==> src/rtl/fib_seq_ctrl_if.sv <==
// Control/handshake bundle between fib_seq_ctrl and its surroundings.
// master: the sequencer (requests and seeds in; ALU/regfile controls and status out).
// slave : the requester/datapath side (mirror of master).
// Ports: start, hold, mode, wrap_en, seed0, seed1, num_terms (to sequencer);
//        alu_op, mux_a, mux_b, regs_en, imm, busy, done, term_idx (from sequencer).
interface fib_seq_ctrl_if #(
  parameter int unsigned DATA_W   = 16,
  parameter int unsigned NUM_REGS = 16,
  parameter int unsigned SEL_W    = 4,
  parameter int unsigned OP_W     = 8,
  parameter int unsigned CNT_W    = 16
);
  logic                start;
  logic                hold;
  logic                mode;
  logic                wrap_en;
  logic [DATA_W-1:0]   seed0;
  logic [DATA_W-1:0]   seed1;
  logic [CNT_W-1:0]    num_terms;

  logic [OP_W-1:0]     alu_op;
  logic [SEL_W-1:0]    mux_a;
  logic [SEL_W-1:0]    mux_b;
  logic [NUM_REGS-1:0] regs_en;
  logic [DATA_W-1:0]   imm;
  logic                busy;
  logic                done;
  logic [CNT_W-1:0]    term_idx;

  modport master (
    input  start, hold, mode, wrap_en, seed0, seed1, num_terms,
    output alu_op, mux_a, mux_b, regs_en, imm, busy, done, term_idx
  );

  modport slave (
    output start, hold, mode, wrap_en, seed0, seed1, num_terms,
    input  alu_op, mux_a, mux_b, regs_en, imm, busy, done, term_idx
  );
endinterface

==> src/rtl/fib_seq_ctrl.sv <==
// Control sequencer that drives the register-file/ALU datapath through a
// programmable recurrence: two seed loads, then N-2 add (Fibonacci-style) or
// add-immediate (arithmetic progression) steps, with hold and start/done.
// Ports: clk (rising edge), reset (synchronous, active-high),
//        bus (fib_seq_ctrl_if.master) carrying request inputs and all
//        registered control/status outputs.
module fib_seq_ctrl #(
  parameter int unsigned    DATA_W   = 16,
  parameter int unsigned    NUM_REGS = 16,
  parameter int unsigned    SEL_W    = 4,
  parameter int unsigned    OP_W     = 8,
  parameter int unsigned    CNT_W    = 16,
  parameter logic [OP_W-1:0] OP_NOP  = 8'h00,
  parameter logic [OP_W-1:0] OP_ADD  = 8'h05,
  parameter logic [OP_W-1:0] OP_ADDI = 8'h50,
  parameter logic [OP_W-1:0] OP_LDI  = 8'hF0
) (
  input logic            clk,
  input logic            reset,
  fib_seq_ctrl_if.master bus
);

  typedef enum logic [2:0] {
    S_IDLE  = 3'd0,
    S_SEED0 = 3'd1,
    S_SEED1 = 3'd2,
    S_RUN   = 3'd3,
    S_DONE  = 3'd4
  } state_t;

  state_t              state_q, state_d;
  logic [CNT_W-1:0]    term_q, term_d;
  logic [CNT_W-1:0]    n_q, n_d;
  logic [DATA_W-1:0]   seed0_q, seed0_d;
  logic [DATA_W-1:0]   seed1_q, seed1_d;
  logic                mode_q, mode_d;
  logic                held_q, held_d;

  logic [OP_W-1:0]     alu_op_q, alu_op_d;
  logic [SEL_W-1:0]    mux_a_q, mux_a_d;
  logic [SEL_W-1:0]    mux_b_q, mux_b_d;
  logic [NUM_REGS-1:0] regs_en_q, regs_en_d;
  logic [DATA_W-1:0]   imm_q, imm_d;
  logic                busy_q, busy_d;
  logic                done_q, done_d;

  logic [CNT_W-1:0]    n_eff;
  logic [SEL_W-1:0]    dst;

  // Effective term count: at least the two seeds; without wrap, no more than the file depth.
  always_comb begin
    n_eff = bus.num_terms;
    if (bus.num_terms < CNT_W'(2)) begin
      n_eff = CNT_W'(2);
    end
    if (!bus.wrap_en && (n_eff > CNT_W'(NUM_REGS))) begin
      n_eff = CNT_W'(NUM_REGS);
    end
  end

  // Next-state logic. A held cycle (held_q) suppresses the write and freezes sequencing.
  always_comb begin
    state_d = state_q;
    term_d  = term_q;
    n_d     = n_q;
    seed0_d = seed0_q;
    seed1_d = seed1_q;
    mode_d  = mode_q;
    held_d  = 1'b0;

    unique case (state_q)
      S_IDLE, S_DONE: begin
        if (bus.start) begin
          state_d = S_SEED0;
          term_d  = '0;
          n_d     = n_eff;
          seed0_d = bus.seed0;
          seed1_d = bus.seed1;
          mode_d  = bus.mode;
        end
      end
      S_SEED0: begin
        if (!held_q) begin
          state_d = S_SEED1;
          term_d  = CNT_W'(1);
        end
      end
      S_SEED1: begin
        if (!held_q) begin
          term_d  = CNT_W'(2);
          state_d = (n_q > CNT_W'(2)) ? S_RUN : S_DONE;
        end
      end
      S_RUN: begin
        if (!held_q) begin
          term_d = term_q + CNT_W'(1);
          if (term_q == (n_q - CNT_W'(1))) begin
            state_d = S_DONE;
          end
        end
      end
      default: begin
        state_d = S_IDLE;
        term_d  = '0;
      end
    endcase

    // Hold sampled now blanks the following cycle, but only while a sequence is active.
    held_d = bus.hold &&
             ((state_d == S_SEED0) || (state_d == S_SEED1) || (state_d == S_RUN));
  end

  // Output decode of the upcoming state so every output leaves a flop.
  always_comb begin
    alu_op_d  = OP_NOP;
    mux_a_d   = '0;
    mux_b_d   = '0;
    regs_en_d = '0;
    imm_d     = '0;
    busy_d    = 1'b0;
    done_d    = 1'b0;
    dst       = SEL_W'(term_d);

    unique case (state_d)
      S_SEED0: begin
        busy_d = 1'b1;
        if (!held_d) begin
          alu_op_d  = OP_LDI;
          imm_d     = seed0_d;
          regs_en_d = NUM_REGS'(1);
        end
      end
      S_SEED1: begin
        busy_d = 1'b1;
        if (!held_d) begin
          alu_op_d  = mode_d ? OP_ADDI : OP_LDI;
          imm_d     = seed1_d;
          regs_en_d = NUM_REGS'(2);
        end
      end
      S_RUN: begin
        busy_d = 1'b1;
        if (!held_d) begin
          regs_en_d = NUM_REGS'(1) << dst;
          if (mode_d) begin
            alu_op_d = OP_ADDI;
            mux_a_d  = dst - SEL_W'(1);
            imm_d    = seed1_d;
          end else begin
            alu_op_d = OP_ADD;
            mux_a_d  = dst - SEL_W'(2);
            mux_b_d  = dst - SEL_W'(1);
          end
        end
      end
      S_DONE: begin
        done_d = 1'b1;
      end
      default: begin
        busy_d = 1'b0;
      end
    endcase
  end

  // State, counters, latched request and registered outputs.
  always_ff @(posedge clk) begin
    if (reset) begin
      state_q   <= S_IDLE;
      term_q    <= '0;
      n_q       <= '0;
      seed0_q   <= '0;
      seed1_q   <= '0;
      mode_q    <= 1'b0;
      held_q    <= 1'b0;
      alu_op_q  <= OP_NOP;
      mux_a_q   <= '0;
      mux_b_q   <= '0;
      regs_en_q <= '0;
      imm_q     <= '0;
      busy_q    <= 1'b0;
      done_q    <= 1'b0;
    end else begin
      state_q   <= state_d;
      term_q    <= term_d;
      n_q       <= n_d;
      seed0_q   <= seed0_d;
      seed1_q   <= seed1_d;
      mode_q    <= mode_d;
      held_q    <= held_d;
      alu_op_q  <= alu_op_d;
      mux_a_q   <= mux_a_d;
      mux_b_q   <= mux_b_d;
      regs_en_q <= regs_en_d;
      imm_q     <= imm_d;
      busy_q    <= busy_d;
      done_q    <= done_d;
    end
  end

  assign bus.alu_op   = alu_op_q;
  assign bus.mux_a    = mux_a_q;
  assign bus.mux_b    = mux_b_q;
  assign bus.regs_en  = regs_en_q;
  assign bus.imm      = imm_q;
  assign bus.busy     = busy_q;
  assign bus.done     = done_q;
  assign bus.term_idx = term_q;

endmodule
==> src/flat_wrapper.sv <==
// flat-port wrapper written by rule: the top's interface ports become plain ports
module fib_seq_ctrl_flat 
#(
  parameter int unsigned    DATA_W   = 16,
  parameter int unsigned    NUM_REGS = 16,
  parameter int unsigned    SEL_W    = 4,
  parameter int unsigned    OP_W     = 8,
  parameter int unsigned    CNT_W    = 16,
  parameter logic [OP_W-1:0] OP_NOP  = 8'h00,
  parameter logic [OP_W-1:0] OP_ADD  = 8'h05,
  parameter logic [OP_W-1:0] OP_ADDI = 8'h50,
  parameter logic [OP_W-1:0] OP_LDI  = 8'hF0
)
  (clk, reset, bus_start, bus_hold, bus_mode, bus_wrap_en, bus_seed0, bus_seed1, bus_num_terms, bus_alu_op, bus_mux_a, bus_mux_b, bus_regs_en, bus_imm, bus_busy, bus_done, bus_term_idx);
  fib_seq_ctrl_if #(.DATA_W(DATA_W), .NUM_REGS(NUM_REGS), .SEL_W(SEL_W), .OP_W(OP_W), .CNT_W(CNT_W)) bus_i ();
  input logic clk;
  input logic reset;
  input wire logic [$bits(bus_i.start)-1:0] bus_start;
  input wire logic [$bits(bus_i.hold)-1:0] bus_hold;
  input wire logic [$bits(bus_i.mode)-1:0] bus_mode;
  input wire logic [$bits(bus_i.wrap_en)-1:0] bus_wrap_en;
  input wire logic [$bits(bus_i.seed0)-1:0] bus_seed0;
  input wire logic [$bits(bus_i.seed1)-1:0] bus_seed1;
  input wire logic [$bits(bus_i.num_terms)-1:0] bus_num_terms;
  output wire logic [$bits(bus_i.alu_op)-1:0] bus_alu_op;
  output wire logic [$bits(bus_i.mux_a)-1:0] bus_mux_a;
  output wire logic [$bits(bus_i.mux_b)-1:0] bus_mux_b;
  output wire logic [$bits(bus_i.regs_en)-1:0] bus_regs_en;
  output wire logic [$bits(bus_i.imm)-1:0] bus_imm;
  output wire logic [$bits(bus_i.busy)-1:0] bus_busy;
  output wire logic [$bits(bus_i.done)-1:0] bus_done;
  output wire logic [$bits(bus_i.term_idx)-1:0] bus_term_idx;
  assign bus_i.start = bus_start;
  assign bus_i.hold = bus_hold;
  assign bus_i.mode = bus_mode;
  assign bus_i.wrap_en = bus_wrap_en;
  assign bus_i.seed0 = bus_seed0;
  assign bus_i.seed1 = bus_seed1;
  assign bus_i.num_terms = bus_num_terms;
  assign bus_alu_op = bus_i.alu_op;
  assign bus_mux_a = bus_i.mux_a;
  assign bus_mux_b = bus_i.mux_b;
  assign bus_regs_en = bus_i.regs_en;
  assign bus_imm = bus_i.imm;
  assign bus_busy = bus_i.busy;
  assign bus_done = bus_i.done;
  assign bus_term_idx = bus_i.term_idx;
  fib_seq_ctrl #(.DATA_W(DATA_W), .NUM_REGS(NUM_REGS), .SEL_W(SEL_W), .OP_W(OP_W), .CNT_W(CNT_W), .OP_NOP(OP_NOP), .OP_ADD(OP_ADD), .OP_ADDI(OP_ADDI), .OP_LDI(OP_LDI)) u_core (.clk(clk), .reset(reset), .bus(bus_i));
endmodule
==> config.mk <==
export PLATFORM = sky130hd
export DESIGN_NAME = fib_seq_ctrl_flat
export DESIGN_NICKNAME = d
export VERILOG_FILES = /design/src/rtl/fib_seq_ctrl_if.sv /design/src/rtl/fib_seq_ctrl.sv /design/src/flat_wrapper.sv
export SDC_FILE = /design/constraint.sdc
export NUM_CORES = 1
export LEC_CHECK = 0
export ABC_AREA = 1
export CAP_MARGIN = 15
export CORE_MARGIN = 2
export CORE_UTILIZATION = 30
export DETAILED_ROUTE_END_ITERATION = 7
export PLACE_DENSITY = 0.56
export SYNTH_ARGS = -nofsm -noshare
export SYNTH_HDL_FRONTEND = slang
export SYNTH_SLANG_ARGS = --single-unit
==> constraint.sdc <==
create_clock -name clk -period 4.8 [get_ports clk]
set_clock_uncertainty 0.05 [all_clocks]
set_input_delay 0.48 -clock clk [delete_from_list [all_inputs] [get_ports clk]]
set_output_delay 0.48 -clock clk [all_outputs]
set_load 0.02 [all_outputs]
==> impl_metrics.ini, run 1 <==
[setup_path]
worstSetupPathType = reg -> reg
crit_fanout = 40
slowest_stage = nor2_1
path_delay_family = simple AND/OR/NAND/NOR gates
critPathMostFrequentCell = nor2_1
r2r_setup_slack_ns = 2.13
critPathBufInv = 1
worst_ep_required_time_ns = 5.09
endpoint_kind = flop
critical_path.max_stage_delay_ns = 0.81
crit_arrival_ns = 2.95
cp_cell_sequence = nor2_1 -> nand2_2 -> buf_4 -> nor2_1 -> nand3_1 -> a21oi_1
setup.worst_path.start_class = flop

[cells_and_area]
fin_util = 0.421
drive_gt1_frac = 0.101
syn_to_final_growth_pct = 36.5
nNetsFinal = 886
fill_cells = 1759
stdcell_area_um2 = 7310
layoutNonFillerInstCount = 1058
num_antenna_cells = 0

[routing]
drt_iter0_markers = 262
avgViaCountPerCell = 4.61
num_vias = 4877
postRouteAntennaNets = 0
post_drt_wl_per_cell_um = 14.1
drc_errors = 0
dr.pass1.iters = 5
drt-total-wl_mm = 14.9

[power_and_ir_drop]
power_switching_w = 0.00120
ir_drop_uv = 280
p_int_w = 0.00227
p_sw_frac = 0.345
clkPwrFrac = 0.373
combPwrFrac = 0.306
p_per_area_nw_per_um2 = 475
seqPwrFrac = 0.321
total_leakage_power_nw = 3.08

[timing]
setup_ws_ns = 2.13
final.period_utilization = 0.555
max_freq_ghz = 0.375
slew_headroom = 0.356
fin_crit_ns = 2.67
rsz0062_at_grt = no
finalHoldViolCount = 0
finalMaxSlewViolations = 0
tns_ns = 0
setup_violations = 0
tightest_slew_ns = 0.963

[synthesis]
synth_flop_cell = dfxtp_1
synth_cell_types = 44
ys_ff_latch = 114
async_flop_share = 0
syn_area_um2 = 5350
synthCells = 705
avgSynthCellArea_um2 = 7.59
yosysWarnings = 0
synth_edf_count = 0
yosysSeqAreaShare = 0.426

[place]
gp_congestion = 0.809
placedCellCount = 1026
dpl.hpwl_mm = 10.9
pre_cts_ws_ns = 1.81
place.port_buffers = 117
placed_cell_area_um2 = 6700

[cts]
insertion_delay_ns = 0.42
cts_root_buf = clkbuf_16
cts_tree = yes
clkTransAtPathRegs_ns = 0.06
cts_setup_buffers = 0
cts-htree-levels = 4
cts_hold_buf = 0
clockBufferDepth = 2
cts-resized-gates = 0
numCtsBuffers = 17
cts_num_sinks = 114

[grt]
overflow = 0
grt_pass1_vias = 4722
grtUsageTotal = 0.167
grt_pass1_wl_mm = 24.2
antenna_found_initial = 0
grt_start_max_net_pins = 62

[job]
drv_cap = 0

[floorplan]
dieArea_um2 = 18900
die_y_um = 138
design.core.area_um2 = 17400
rows = 48
initial_utilization = 0.308
die_w_um = 138
io_pins = 120

[status]
status = completed

[worst_hold_path]
hold_class = reg -> reg
==> worst min-delay path, cell delays in order, from the launching register on <==
cell	delay (ns)
dfxtp_1	0.30
mux2i_1	0.07
nor2_1	0.08
==> stage by stage <==
| stage | power, W | hold slack (ns) |
|---|---|---|
| global route | 0.00369 | 0.464 |
| floorplan | 0.00189 | 0.402 |
| finish | 0.00347 | 0.436 |
| detailed placement | 0.00220 | 0.428 |
| CTS | 0.00351 | 0.441 |
| global placement | 0.00219 | 0.417 |
==> layout by cell type, fill, tap and decap left out, types with 4 or more instances in the layout <==
cell type and instances:
inv_2 11, o21ai_0 15, or2_2 15, xor2_1 4
nand2_1 128, clkdlybuf4s50_1 116, clkbuf_16 17, nor2_1 117
nor4_1 4, dfxtp_1 114, nor2_2 5, nand4_1 12
xnor2_1 6, nor3_1 14, a21oi_1 30, inv_6 4
o21ai_1 9, o21bai_1 10, nand2_2 5, a211oi_1 4
nand3_2 5, nand3_1 44, mux2i_1 25, nand3b_1 12
ha_1 12, inv_1 56
==> per-layer routing <==
metal,part of all wire,track usage,vias to the layer above
met5,0,0,-
met4,0.0095,0.0481,0
met3,0.056,0.0552,8
met2,0.46,0.260,124
met1,0.48,0.219,2219
li1,-,-,2526
==> final timing paths <==
| check | startpoint | end | cells past startpoint |
|---|---|---|---|
| worst min register to register | u_core.seed1_q[9] | u_core.seed1_q[9] | 2 |
| worst max register to register | u_core.state_q[0] | u_core.n_q[9] | 6 |
| worst min-delay path | u_core.seed1_q[9] | u_core.seed1_q[9] | 2 |
| worst max-delay path | u_core.state_q[0] | u_core.n_q[9] | 6 |
==> power by group through the flow <==
stage	registers (W)	clock network (W)	logic, W
after global routing	0.00113	0.00137	0.00119
after global placement	0.00114	0	0.00106
after CTS	0.00112	0.00132	0.00107
after floorplan	0.00116	0	0.000726
final	0.00112	0.00129	0.00106
after detailed placement	0.00113	0	0.00106
==> flip-flops by register name (all words and copies together), names as in the netlist, 4 cells and up <==
| signal | count |
|---|---|
| u_core.bus.regs_en | 16 |
| u_core.seed1_q | 16 |
| u_core.bus.mux_a | 4 |
| u_core.bus.term_idx | 16 |
| u_core.bus.mux_b | 4 |
| u_core.seed0_q | 16 |
| u_core.bus.imm | 16 |
| u_core.n_q | 16 |
==> cell type report <==
type                    count  area (um2)  share of cell area
clock buffers              18         429              0.0587
inverters                  67         251              0.0344
multi-input cells         501        2700               0.370
well taps                 225         282              0.0385
repair buffers            119        1180               0.162
flip-flops and latches    114        2280               0.312
clock inverters            14         179              0.0245
==> cell usage after synthesis (9+ instances only) <==
cell,instances,share of area
dfxtp_1,114,0.43
nand2_1,129,0.090
clkbuf_1,13,0.0091
a21oi_1,30,0.028
nand4_1,12,0.014
o21ai_1,9,0.0084
o21ai_0,15,0.014
nand3b_1,12,0.017
o21bai_1,10,0.014
or2_2,15,0.018
inv_2,11,0.0077
nor2_1,117,0.082
inv_1,56,0.039
ha_1,12,0.028
nor3_1,14,0.013
nand3_1,44,0.041
mux2i_1,25,0.047
==> logic make-up after synthesis <==
| logic type | Yosys count | synth area share |
|---|---|---|
| other | 1 | 0.000700 |
| DFF | 114 | 0.426 |
| and+or+nand+nor | 370 | 0.319 |
| adders and majority gates | 12 | 0.0280 |
| AOI/OAI and AO/OA | 82 | 0.0935 |
| buffers and inverters | 91 | 0.0699 |
| muxes | 25 | 0.0467 |
| xor gates and xnor gates | 10 | 0.0164 |
Note: power is estimated with default switching activity, not from simulation.
==> inputs of run 2 (changes only) <==
- clock period: 4.8 -> 2.6 ns (I/O delays scaled with it)
==> run 2 against run 1 <==
Final cell count rose by 1.5%. Critical path depth rose by 9. Power rose by 89%. Non-clock buffer count rose by 15. Clock power rose by 88%. Global-route usage barely moved. First-iteration DRC count fell by 8.0%. Count of clock-buffer cells in the layout did not move. Sequential share of layout area fell by 0.71 points. Combinational power rose by 95%. Via count rose by 1.3%. Sequential cell count did not move. Largest cell class unchanged. Largest power group unchanged. Highest routed layer unchanged.
==> impl_metrics.ini, run 2 (synthesis results as in run 1) <==
[place]
place.port_buffers = 117
placedCellCount = 1040
gp_congestion = 0.843
pre_cts_ws_ns = 0.145
dpl.hpwl_mm = 11.1
placed_cell_area_um2 = 6820

[cts]
numCtsBuffers = 17
cts-htree-levels = 4
cts_root_buf = clkbuf_16
cts_hold_buf = 0
cts_num_sinks = 114
insertion_delay_ns = 0.42
clockBufferDepth = 2
clkTransAtPathRegs_ns = 0.06
cts_tree = yes

[timing]
final.period_utilization = 0.912
setup_violations = 0
fin_crit_ns = 2.37
setup_ws_ns = 0.228
tns_ns = 0
finalHoldViolCount = 0
tightest_slew_ns = 0.675
max_freq_ghz = 0.422
finalMaxSlewViolations = 0
slew_headroom = 0.546

[routing]
dr.pass1.iters = 4
postRouteAntennaNets = 0
drt-total-wl_mm = 14.9
post_drt_wl_per_cell_um = 13.9
avgViaCountPerCell = 4.60
num_vias = 4941
drc_errors = 0
drt_iter0_markers = 241

[floorplan]
rows = 48
io_pins = 120
die_w_um = 138
die_y_um = 138
design.core.area_um2 = 17400
initial_utilization = 0.308
dieArea_um2 = 18900

[cells_and_area]
layout_commonest_cell = nand2_1
nNetsFinal = 902
final_cell_mix = nand2_1 (128), clkdlybuf4s50_1 (116), nor2_1 (115)
syn_to_final_growth_pct = 39.8
layoutNonFillerInstCount = 1074
drive_gt1_frac = 0.124
stdcell_area_um2 = 7490
fill_cells = 1766
num_antenna_cells = 0

[power_and_ir_drop]
total_leakage_power_nw = 3.18
ir_drop_uv = 519
p_per_area_nw_per_um2 = 876

[setup_path]
worstSetupPathType = reg -> reg
ff2ff_path_depth = 15
critical_path.max_stage_delay_ns = 0.33
crit_fanout = 9
setup.worst_path.start_class = flop
crit_arrival_ns = 2.62
slowest_stage = dfxtp_2
critPathMostFrequentCell = nand2_1
worst_ep_required_time_ns = 2.85
cp_cell_sequence = inv_2 -> ha_1 -> nand3_4 -> inv_2 -> nand2_1 -> o21bai_1 -> nand2_1 -> nor2_1 -> nand3_2 -> o21bai_4 -> nand2_2 -> nand2_1 -> nand2_4 -> nand2_4 -> o21bai_1
endpoint_kind = flop

[grt]
grtUsageTotal = 0.167
overflow = 0
grt_pass1_vias = 4884
antenna_found_initial = 0
grt_start_max_net_pins = 61
grt_pass1_wl_mm = 24.2

[job]
drv_cap = 0

[status]
status = completed

[worst_hold_path]
hold_depth = 4
hold_class = in -> reg
## run 2: path summary, 6_finish.rpt
path,endpoint,start,slack [ns]
setup reg to reg,u_core.bus.imm[7],u_core.n_q[0],0.23
hold / removal,u_core.bus.term_idx[14],reset,0.26
setup / recovery,u_core.bus.imm[7],u_core.n_q[0],0.23
hold reg to reg,u_core.seed0_q[14],u_core.seed0_q[14],0.44
## run 2: area by class of cell
class / count / area, um2 / area share
tap: 225 / 282 / 0.0376
inverter: 67 / 251 / 0.0336
multi-input combinational: 502 / 2750 / 0.367
timing repair buffer: 134 / 1310 / 0.174
sequential: 114 / 2280 / 0.305
clock inverter: 14 / 178 / 0.0237
clock buffer: 18 / 439 / 0.0587
## run 2: worst max-delay path: cells and delay by family, from the launching register on
kind | cells | cell delay, ns
DFF | 1 | 0.33
adders and majority gates | 1 | 0.24
and+or+nand+nor | 9 | 1.02
AOI/OAI and AO/OA | 3 | 0.42
buffers and inverters | 2 | 0.20
## run 2: power breakdown
part / switching [W] / leakage (nW) / internal, W / total (W)
Sequential: 0.000116 / 0.929 / 0.00194 / 0.00206
Clock: 0.000879 / 0.302 / 0.00155 / 0.00243
Combinational: 0.00127 / 1.95 / 0.000800 / 0.00207
Total: 0.00227 / 3.18 / 0.00429 / 0.00656
## run 2: routing by layer
| metal | vias to the layer above | wire [um] | global-route usage |
|---|---|---|---|
| li1 | 2564 | - | - |
| met1 | 2249 | 6980 | 0.207 |
| met2 | 115 | 6910 | 0.273 |
| met3 | 13 | 860 | 0.0526 |
| met4 | 0 | 152 | 0.0590 |
| met5 | - | 0 | 0 |
## run 2: timing repair
item	in CTS	in global routing
gates resized for setup	0	9
setup buffers	0	1
setup endpoints to repair	0	34
## run 2: stage by stage
stage | utilization | hold WS (ns) | total power [W]
floorplan | - | 0.354 | 0.00349
global placement | 0.393 | 0.419 | 0.00410
detailed placement | 0.393 | 0.427 | 0.00410
CTS | 0.428 | 0.234 | 0.00657
global route | 0.431 | 0.279 | 0.00697
finish | 0.431 | 0.264 | 0.00656
==> inputs of run 3 (changes only) <==
- GPL_TIMING_DRIVEN: default -> 0
- RECOVER_POWER: default -> 100
==> run 3 against run 2 <==
Count of clock-buffer cells in the layout is 2 higher. Combinational power is 2% higher. Non-clock buffer count is 6 higher. Setup slack worse by 0.041 ns. Cell area is 0.64% higher. Hold slack better by 0.13 ns. Power is 1.5% higher. Sequential power hardly changed. Largest power group unchanged. Wire length is 3.0% higher.
==> impl_metrics.ini, run 3 (synthesis results as in run 1) <==
[cts]
cts_tree = yes
insertion_delay_ns = 0.42
cts-htree-levels = 4
clockBufferDepth = 2
cts_hold_buf = 0
cts_root_buf = clkbuf_16
numCtsBuffers = 17
clkTransAtPathRegs_ns = 0.06
cts_num_sinks = 114
cts_setup_buffers = 0

[worst_hold_path]
hold_class = in -> reg

[status]
status = completed

[setup_path]
setup.worst_path.start_class = flop
worst_ep_required_time_ns = 2.90
worstSetupPathType = reg -> reg
crit_arrival_ns = 2.71
r2r_setup_slack_ns = 0.19
ff2ff_path_depth = 15
critical_path.endpoint = u_core.bus.regs_en[6]
crit_fanout = 10
r2r_start = u_core.n_q[0]
endpoint_kind = flop
crit_path_start = u_core.n_q[0]
r2r-end = u_core.bus.regs_en[6]

[floorplan]
initial_utilization = 0.308
die_y_um = 138
dieArea_um2 = 18900
die_w_um = 138
io_pins = 120
rows = 48
design.core.area_um2 = 17400

[place]
gp_congestion = 0.834
place.port_buffers = 116
dpl.hpwl_mm = 11.5

[power_and_ir_drop]
ir_drop_uv = 500
p_int_w = 0.00436
power_switching_w = 0.00229
seqPwrFrac = 0.308
total_leakage_power_nw = 3.43
p_sw_frac = 0.344
p_per_area_nw_per_um2 = 883
combPwrFrac = 0.317
clkPwrFrac = 0.375

[cells_and_area]
nNetsFinal = 909
final_cell_mix = nand2_1 (127), nor2_1 (113), dfxtp_1 (112)
layout_commonest_cell = nand2_1
fin_util = 0.434
num_antenna_cells = 0
syn_to_final_growth_pct = 40.7
drive_gt1_frac = 0.113

[grt]
grt_pass1_wl_mm = 25.1
overflow = 0
grt_pass1_vias = 5023
grt_start_max_net_pins = 17
antenna_found_initial = 0
grtUsageTotal = 0.173

[timing]
tightest_slew_ns = 0.822
hold_slack_ns = 0.398
slew_headroom = 0.452
finalMaxSlewViolations = 0
finalHoldViolCount = 0
final.period_utilization = 0.928
fin_crit_ns = 2.41
tns_ns = 0
setup_violations = 0
max_freq_ghz = 0.414

[routing]
postRouteAntennaNets = 0
num_vias = 5060
drc_errors = 0
drt-total-wl_mm = 15.4
avgViaCountPerCell = 4.68
post_drt_wl_per_cell_um = 14.2
dr.pass1.iters = 5
drt_iter0_markers = 277

[job]
drv_cap = 0
## run 3: changes by cell type in the layout (fill, tap and decap cells not counted), sizes merged
cell	previous run	this run
bufinv	3	4
dlygate4sd3	0	65
buf	18	7
nand2	137	138
clkinvlp	1	2
inv	72	69
clkinv	5	4
clkdlybuf4s50	116	51
clkbuf	18	37
## run 3: power by group through the flow
stage          Combinational, W  Sequential, W  Clock, W
5_1_grt                 0.00238        0.00208   0.00263
3_3_place_gp            0.00202        0.00209         0
4_1_cts                 0.00205        0.00206   0.00254
3_5_place_dp            0.00203        0.00209         0
2_1_floorplan           0.00134        0.00215         0
6_report                0.00211        0.00205   0.00250
## run 3: layout make-up
cell class | instances | area [um2]
fill | 1732 | 9820
clock inverter | 12 | 180
tap | 225 | 282
timing repair buffer | 116 | 1160
inverter | 67 | 251
buffer | 24 | 125
sequential | 114 | 2280
multi-input combinational | 503 | 2800
clock buffer | 20 | 447
## run 3: critical path, cell delays in order, from the launching register on
cell and delay [ns]:
dfxtp_2 0.34, inv_2 0.13, ha_4 0.17, nand3_4 0.11, inv_2 0.11, nand2_1 0.07
o21bai_1 0.12, nand2_1 0.07, nor2_1 0.11, nand3_2 0.15, o21bai_4 0.27, nand3_4 0.14
nand2_8 0.13, buf_8 0.15, nand3_1 0.12, nor2_1 0.11
## run 3: worst min-delay path by stage
stage / startpoint / endpoint / slack (ns) / cells after the start
6_report: bus_num_terms[7] / u_core.n_q[7] / 0.40 / 3
2_1_floorplan: bus_num_terms[3] / u_core.n_q[3] / 0.35 / 2
3_3_place_gp: u_core.seed0_q[14] / u_core.seed0_q[14] / 0.41 / 2
3_5_place_dp: u_core.seed1_q[3] / u_core.seed1_q[3] / 0.43 / 2
4_1_cts: bus_num_terms[6] / u_core.n_q[6] / 0.38 / 3
5_1_grt: bus_num_terms[7] / u_core.n_q[7] / 0.42 / 3
## run 3: what timing repair did
item / CTS / global route
endpoints found under the setup margin: 0 / 37
gates resized for setup: 0 / 24
hold endpoints to repair: 0 / 0
## run 3: metal layers
metal	global-route usage	up-vias	share of wire
met4	0.0435	0	0.011
met2	0.283	139	0.46
met1	0.216	2324	0.46
li1	-	2582	-
met5	0	-	0
met3	0.0600	15	0.067
## run 3: metrics by stage
stage / instance area (um2) / cells / power (W) / worst slack (ns)
final: 7530 / 1081 / 0.00666 / 0.187
after global routing: 7530 / 1081 / 0.00708 / -0.00193
after global placement: 6800 / 1047 / 0.00411 / -0.113
after floorplan: 5360 / 706 / 0.00349 / 0.467
after detailed placement: 6800 / 1047 / 0.00412 / -0.105
after CTS: 7430 / 1079 / 0.00664 / 0.0381
